**src/rtl/serial_sub.sv**
```systemverilog
// Bit-serial unsigned subtractor: one full-subtractor cell, LSB first, W clocks per operation.
// Build option: define SERIAL_SUB_SAT_EN to clamp the result to zero when the final borrow is set.
module serial_sub #(
  parameter int W = 8
) (
  input  logic         clk,
  input  logic         rst_n,
  input  logic         start,
  input  logic [W-1:0] a,
  input  logic [W-1:0] b,
  output logic         ready,
  output logic         busy,
  output logic         done,
  output logic [W-1:0] diff,
  output logic         bout
);

  localparam int CW = $clog2(W) + 1;

  typedef enum logic [1:0] {IDLE, RUN, DONE} state_t;

  state_t         state_reg;
  logic [W-1:0]   a_sh_reg;
  logic [W-1:0]   b_sh_reg;
  logic [W-1:0]   res_reg;
  logic [CW-1:0]  cnt_reg;
  logic           borrow_reg;

  logic           x, y, d, borrow_next, last_bit;
  logic [W-1:0]   res_next;

  // Full-subtractor cell on the current LSBs and the carried borrow.
  assign x           = a_sh_reg[0];
  assign y           = b_sh_reg[0];
  assign d           = x ^ y ^ borrow_reg;
  assign borrow_next = (~x & y) | (~(x ^ y) & borrow_reg);
  assign res_next    = {d, res_reg[W-1:1]};
  assign last_bit    = (cnt_reg == CW'(W - 1));

  always_ff @(posedge clk or negedge rst_n) begin
    if (!rst_n) begin
      state_reg  <= IDLE;
      a_sh_reg   <= '0;
      b_sh_reg   <= '0;
      res_reg    <= '0;
      cnt_reg    <= '0;
      borrow_reg <= 1'b0;
      ready      <= 1'b1;
      busy       <= 1'b0;
      done       <= 1'b0;
      diff       <= '0;
      bout       <= 1'b0;
    end else begin
      case (state_reg)
        IDLE, DONE: begin
          done <= 1'b0;
          if (start) begin
            a_sh_reg   <= a;
            b_sh_reg   <= b;
            res_reg    <= '0;
            cnt_reg    <= '0;
            borrow_reg <= 1'b0;
            state_reg  <= RUN;
            ready      <= 1'b0;
            busy       <= 1'b1;
          end else begin
            state_reg  <= IDLE;
            ready      <= 1'b1;
            busy       <= 1'b0;
          end
        end
        RUN: begin
          a_sh_reg   <= a_sh_reg >> 1;
          b_sh_reg   <= b_sh_reg >> 1;
          res_reg    <= res_next;
          borrow_reg <= borrow_next;
          cnt_reg    <= cnt_reg + 1'b1;
          if (last_bit) begin
            state_reg <= DONE;
            busy      <= 1'b0;
            ready     <= 1'b1;
            done      <= 1'b1;
            bout      <= borrow_next;
`ifdef SERIAL_SUB_SAT_EN
            diff      <= borrow_next ? '0 : res_next;
`else
            diff      <= res_next;
`endif
          end
        end
        default: begin
          state_reg <= IDLE;
          ready     <= 1'b1;
          busy      <= 1'b0;
          done      <= 1'b0;
        end
      endcase
    end
  end

endmodule
```
**config.mk**
```make
export PLATFORM = sky130hd
export DESIGN_NAME = serial_sub
export DESIGN_NICKNAME = d
export VERILOG_FILES = /design/src/rtl/serial_sub.sv
export SDC_FILE = /design/constraint.sdc
export NUM_CORES = 1
export LEC_CHECK = 0
export CORE_MARGIN = 2
export CORE_UTILIZATION = 51
export DETAILED_ROUTE_END_ITERATION = 16
export GPL_ROUTABILITY_DRIVEN = 0
export GPL_TIMING_DRIVEN = 0
export MAX_ROUTING_LAYER = met4
export PLACE_DENSITY = 0.76
export SYNTH_ARGS = -nofsm -noshare
export SYNTH_HDL_FRONTEND = slang
export SYNTH_SLANG_ARGS = --single-unit
```
**constraint.sdc**
```tcl
create_clock -name clk -period 1.5 [get_ports clk]
set_input_delay 0.225 -clock clk [delete_from_list [all_inputs] [get_ports clk]]
set_output_delay 0.225 -clock clk [all_outputs]
set_load 0.02 [all_outputs]
```
==> results.yml, run 1 <==
logic_synthesis:
  seq_area_frac_synth_pct: 60.37
  ys_async_sr_fraction_pct: 100.0
  synth.distinct_cells: 27
  mappedNetlistNets: 158
  synth-compound-area-share_pct: 13.68
  ys_ff_latch: 41
  postSynthAreaPerCell_um2: 12.42
  synth_fa_ha_area_share_pct: 1.912
  synth.yosys.warnings: 0
  edff_count_synth: 0
  ys_dominant_reg_cell: "sky130_fd_sc_hd__dfrtp_1"
  synth_top_family_by_area: "compound AO/OA/AOI/OAI gates"
  syn_inst: 137
  mappedNetlistArea_um2: 1702
  synth-simple-area-share_pct: 13.24
  multiplexer_area_fraction_after_synthesis_pct: 6.471
  synth-xor-area-share_pct: 0.5147
layout:
  final_nets: 197
  final_layout_size_suffix_gt1_share_pct: 12.43
  area_delta_synth_final_pct: 23.90
  diodes: 0
  layout.cells.non_filler: 221
critical_path:
  crit-reg2reg-launch: "cnt_reg[0]"
  setup.worst_path.start_class: "flip-flop"
  cp_max_fo: 6
  crit_path_dat_ps: 1680
  path_class: "reg2reg"
  critPathRequiredTime_ps: 1730
  critical-path-top-delay-family: "flip-flops"
  critical_path.reg2reg.endpoint: "diff[2]"
  crit_path_cell_trace: "ha_2, nand3b_4, nor2_8, mux2_1"
  critPathMaxStageDelay_ps: 400
  cp_slowest_cell: "sky130_fd_sc_hd__dfrtp_1"
  worst-r2r-cell-count: 4
  cp_endpoint_kind: "flip-flop"
  regToRegSetupSlack_ps: 50
  critPathBufInv: 0
status:
  run_status: "finished with violations"
  violated_checks: "hold timing"
route:
  vias_per_cell: 5.543
  wirelength_mm: 3.355
  drt_iter0_drc: 40
  antenna_violation_net_count_after_detailed_routing: 0
  route.detailed.drc: 0
  detail_route.first_pass.iterations: 4
  detailroute.via_count: 1225
  route.detailed.wl_per_inst_um: 15.18
min_path:
  min_path_type: "in2async"
die:
  core_region_area_um2: 3103
  floorplan.io_pins: 31
  total_die_area_um2: 3814
  die_h_um: 61.76
  initial_utilization_pct: 54.84
  die_x_um: 61.76
  num_rows: 20
clock_tree:
  clock_sinks: 41
  clock_tree_from_tritoncts: "yes"
  cts_root_buf: "sky130_fd_sc_hd__clkbuf_4"
  clock_path_buffers: 2
  skew_pair_late_insertion_delay_ps: 340
  clock_tree.htree_level_count: 2
  clkSlewWorstSetupHoldPaths_ps: 110
  numCtsBuffers: 5
grt:
  global_route_usage_sum_pct: 21.56
  grt_max_degree: 42
  global_route.overflow_total: 0
  via_count_of_the_first_global_routing_pass: 1167
  wire_length_of_the_first_global_routing_pass_mm: 5.595
  antenna_found_initial: 0
timing:
  max_freq_ghz: 0.6908
  slew-limit-headroom_pct: 41.54
  skew_ps: 3.910
  final.hold.worst_slack_ps: -15.83
  timing.final.crit_period_ps: 1448
  slew_viol_final: 0
  finalSetupViolCount: 0
  worst_slew_pin_slew_ps: 877.0
  final-hold-violation-count: 25
  fin_crit_sh_pct: 96.51
  finalSetupTns_ps: 0
pwr:
  post-layout-total-power_w: 0.004266
  power.density_nw_per_um2: 2023
  power.ir.vdd_worst_mv: 1.166
  leakage_power_figure_nw: 1.051
placement:
  place.detailed.hpwl_mm: 2.298
  buffer_ports.inserted: 30
  placed_cells_incl_taps: 211
flow_run:
  timing.max_cap.violations: 0
-- what timing repair did --
| action | CTS | global route |
|---|---|---|
| gates cloned | 0 | 1 |
| setup buffers | 0 | 1 |
| hold buffers | 0 | 0 |
| resized for setup | 12 | 2 |
| setup endpoints to repair | 12 | 9 |
| pin swaps | 0 | 2 |
-- placed cells by master (no fill, tap or decap), drive strengths merged, types with 2 or more instances in the layout --
master         Yosys  routed
dfrtp             40      40
nand2             17      17
clkdlybuf4s50      0      17
nand3             14      14
a22oi             13      13
buf               10      12
a22o              11      11
dlygate4sd2        0      11
mux2               8       8
clkbuf             0       8
nor2               3       4
inv                2       2
nand2b             2       2
nor2b              2       2
mux2i              2       2
-- Yosys cell counts (all sizes together), types with 2 or more instances --
cell type / count / area [um2]
dfrtp: 40 / 1001
nand2: 17 / 63.81
nand3: 14 / 70.07
a22oi: 13 / 97.59
a22o: 11 / 96.34
buf: 10 / 57.55
mux2: 8 / 90.09
nor2: 3 / 27.53
inv: 2 / 7.510
mux2i: 2 / 20.02
nand2b: 2 / 12.51
nor2b: 2 / 12.51
-- worst max-delay path by stage --
stage | from | end | cells past startpoint
2_1_floorplan | done | diff[0] | 4
3_3_place_gp | rst_n | a_sh_reg[6] | 1
3_5_place_dp | start | cnt_reg[2] | 5
4_1_cts | cnt_reg[0] | diff[2] | 4
5_1_grt | cnt_reg[0] | diff[7] | 4
6_report | cnt_reg[0] | diff[2] | 4
-- area by class of cell --
type,count,area [um2]
sequential,41,1027
fill,259,994.7
multi-input combinational,85,623.1
timing repair buffer,31,289.0
buffer,10,57.56
tap,44,55.05
clock buffer,8,48.80
inverter,2,7.507
-- per-stage QoR --
stage	utilization [%]	setup WS [ps]	instance area (um2)
3_5_place_dp	66.13	-97.31	2052
5_1_grt	67.94	-23.74	2108
4_1_cts	67.22	17.71	2086
6_report	67.94	52.42	2108
3_3_place_gp	66.29	-737.3	2057
2_1_floorplan	-	121.3	1702
-- metal layers --
metal  global-route usage, %  share of wire, %
met5                       -                 0
met4                   8.207               1.3
met3                   6.832               3.8
met2                   30.23                49
met1                   29.48                46
-- cell families after synthesis --
| logic type | Yosys count |
|---|---|
| AOI/OAI and AO/OA | 29 |
| xor gates and xnor gates | 1 |
| adders and majority gates | 2 |
| buffers and inverters | 12 |
| DFF | 41 |
| muxes | 10 |
| and+or+nand+nor | 42 |
-- where the power goes --
| part | total, W | internal (W) | switching, W |
|---|---|---|---|
| clock network | 0.000520 | 0.000187 | 0.000333 |
| registers | 0.00189 | 0.00160 | 0.000295 |
| logic | 0.00185 | 0.000835 | 0.00102 |
Power figures use the tool's default switching activity.
==> inputs of run 2 (changes only) <==
--- a/config.mk
+++ b/config.mk
@@ -7,6 +7,7 @@
 export LEC_CHECK = 0
 export CORE_MARGIN = 2
 export CORE_UTILIZATION = 51
+export CTS_CLUSTER_DIAMETER = 120
 export DETAILED_ROUTE_END_ITERATION = 16
 export GPL_ROUTABILITY_DRIVEN = 0
 export GPL_TIMING_DRIVEN = 0
==> results of run 2 <==
Same layout as run 1: the final DEF is identical, and so are final timing and power.
==> inputs of run 3 (changes only) <==
--- a/config.mk
+++ b/config.mk
@@ -6,13 +6,12 @@
 export NUM_CORES = 1
 export LEC_CHECK = 0
 export CORE_MARGIN = 2
-export CORE_UTILIZATION = 51
-export CTS_CLUSTER_DIAMETER = 120
+export CORE_UTILIZATION = 30
 export DETAILED_ROUTE_END_ITERATION = 16
 export GPL_ROUTABILITY_DRIVEN = 0
 export GPL_TIMING_DRIVEN = 0
 export MAX_ROUTING_LAYER = met4
-export PLACE_DENSITY = 0.76
+export PLACE_DENSITY = 0.49
 export SYNTH_ARGS = -nofsm -noshare
 export SYNTH_HDL_FRONTEND = slang
 export SYNTH_SLANG_ARGS = --single-unit
==> run 3 against run 2 <==
  * The run now ends clean
  * Clock-buffer cell count fell by 2
  * Combinational power rose by 3%
  * Clock skew is 5.3 ps higher
  * Maximum frequency is 0.94% lower
  * Sequential share of layout area down 3.2 points
  * Flip-flop and latch count unchanged
  * Non-clock buffer count grew 1
  * Register-to-register slack better by 20 ps
  * Largest power group unchanged
==> results.yml, run 3 (synthesis gave the netlist of run 1 again) <==
status:
  run_status: "finished clean"
die:
  initial_utilization_pct: 30.90
  core_region_area_um2: 5507
  die_x_um: 79.32
  num_rows: 27
  die_h_um: 79.32
  total_die_area_um2: 6291
  floorplan.io_pins: 31
timing:
  timing.final.crit_period_ps: 1461
  finalSetupTns_ps: 0
  max_freq_ghz: 0.6843
  slew_viol_final: 0
  slew-limit-headroom_pct: 68.45
  skew_ps: 9.220
  final-hold-violation-count: 0
  finalSetupViolCount: 0
  worst_slew_pin_slew_ps: 473.3
  fin_crit_sh_pct: 97.42
  final.hold.worst_slack_ps: 424.9
  rsz0062_at_grt: "no"
layout:
  final_nets: 198
  area_delta_synth_final_pct: 32.65
  diodes: 0
  commonest_non_fill_non_tap_cells_in_the_layout: "sky130_fd_sc_hd__dfrtp_1 (40), sky130_fd_sc_hd__clkdlybuf4s50_1 (18), sky130_fd_sc_hd__nand2_1 (17), sky130_fd_sc_hd__nand3_1 (14), sky130_fd_sc_hd__a22oi_1 (13)"
  fillers: 525
  mostFrequentLayoutCell: "sky130_fd_sc_hd__dfrtp_1"
  final_core_utilization_pct: 40.99
  final_layout_size_suffix_gt1_share_pct: 14.04
  layout.cells.non_filler: 250
placement:
  buffer_ports.inserted: 30
  place.detailed.hpwl_mm: 2.634
  placed_cells_incl_taps: 240
route:
  route.detailed.drc: 0
  vias_per_cell: 4.860
  detailroute.via_count: 1215
  detail_route.first_pass.iterations: 4
  route.detailed.wl_per_inst_um: 15.06
  drt_iter0_drc: 72
  wirelength_mm: 3.765
  antenna_violation_net_count_after_detailed_routing: 0
grt:
  global_route_usage_sum_pct: 13.64
  antenna_found_initial: 0
  via_count_of_the_first_global_routing_pass: 1244
  grt_max_degree: 24
  wire_length_of_the_first_global_routing_pass_mm: 6.299
  global_route.overflow_total: 0
critical_path:
  cp_slowest_cell: "sky130_fd_sc_hd__clkdlybuf4s50_1"
  critical_path.reg2reg.endpoint: "diff[6]"
  crit-reg2reg-launch: "cnt_reg[0]"
  cp_endpoint_kind: "output pin"
  critPathMaxStageDelay_ps: 600
  crit_path_cell_trace: "clkdlybuf4s50_1"
  path_class: "reg2out"
  worst-r2r-cell-count: 4
  crit_path_dat_ps: 1240
  cp_max_fo: 2
  setup.worst_path.start_class: "flip-flop"
  regToRegSetupSlack_ps: 70
  critical-path-top-delay-family: "buffers and inverters"
  critPathBufInv: 1
  critPathRequiredTime_ps: 1270
clock_tree:
  clock_tree_from_tritoncts: "yes"
  clock_path_buffers: 2
  numCtsBuffers: 5
  cts_root_buf: "sky130_fd_sc_hd__clkbuf_8"
  skew_pair_late_insertion_delay_ps: 300
  clock_sinks: 41
  clock_tree.htree_level_count: 2
  clkSlewWorstSetupHoldPaths_ps: 90
flow_run:
  timing.max_cap.violations: 0
pwr:
  power.ir.vdd_worst_mv: 0.6470
  post-layout-total-power_w: 0.004574
  power.density_nw_per_um2: 2026
  leakage_power_figure_nw: 1.161
min_path:
  min_path_type: "in2async"
==> run 3: cell types whose count changed in the layout (fill, tap and decap cells not counted), moves of 3 or more <==
cell	delta
sky130_fd_sc_hd__clkbuf_1	-3
sky130_fd_sc_hd__clkbuf_4	-5
sky130_fd_sc_hd__clkbuf_8	+6
sky130_fd_sc_hd__dlygate4sd2_1	-7
sky130_fd_sc_hd__dlymetal6s2s_1	+7
==> run 3: layout make-up <==
class / count / area (um2) / area share, %
flip-flops and latches: 41 / 1027 / 45.51
multi-input cells: 85 / 633.1 / 28.05
repair buffers: 32 / 345.3 / 15.30
well taps: 72 / 90.09 / 3.991
clock buffers: 6 / 82.58 / 3.659
plain buffers: 10 / 57.56 / 2.550
clock inverters: 2 / 13.76 / 0.6098
inverters: 2 / 7.507 / 0.3326
==> run 3: power breakdown <==
| group | internal, W | switching, W | leakage, nW |
|---|---|---|---|
| Combinational | 0.000881 | 0.00101 | 0.591 |
| Sequential | 0.00160 | 0.000307 | 0.520 |
| Clock | 0.000373 | 0.000396 | 0.0512 |
==> run 3: worst max-delay path by stage <==
stage                 start  slack [ps]  depth (start not counted)          end
floorplan              done         120                          4      diff[0]
global placement      rst_n        -830                          1  b_sh_reg[5]
detailed placement    start        -130                          6  a_sh_reg[2]
CTS                 diff[6]          10                          1      diff[6]
global route        diff[2]           5                          1      diff[2]
finish              diff[2]          40                          1      diff[2]
==> run 3: layer usage <==
metal / GRT usage, % / part of all wire [%]
met1: 17.97 / 46
met2: 20.68 / 48
met3: 3.068 / 5.7
met4: 5.172 / 1.0
met5: - / 0
==> run 3: what timing repair did <==
| action | 4_1_cts | 5_1_grt |
|---|---|---|
| buffers inserted | 0 | 0 |
| setup endpoints to repair | 4 | 15 |
| pin swaps | 0 | 2 |
| hold buffers | 1 | 0 |
| resized for setup | 4 | 9 |
| hold endpoints to repair | 18 | 0 |
| gates cloned | 0 | 1 |
==> run 3: stage by stage <==
stage               instance area, um2  setup slack (ps)
global route                      2257             5.088
detailed placement                2115            -126.0
finish                            2257             38.69
floorplan                         1702             121.3
CTS                               2216             10.63
global placement                  2092            -828.1
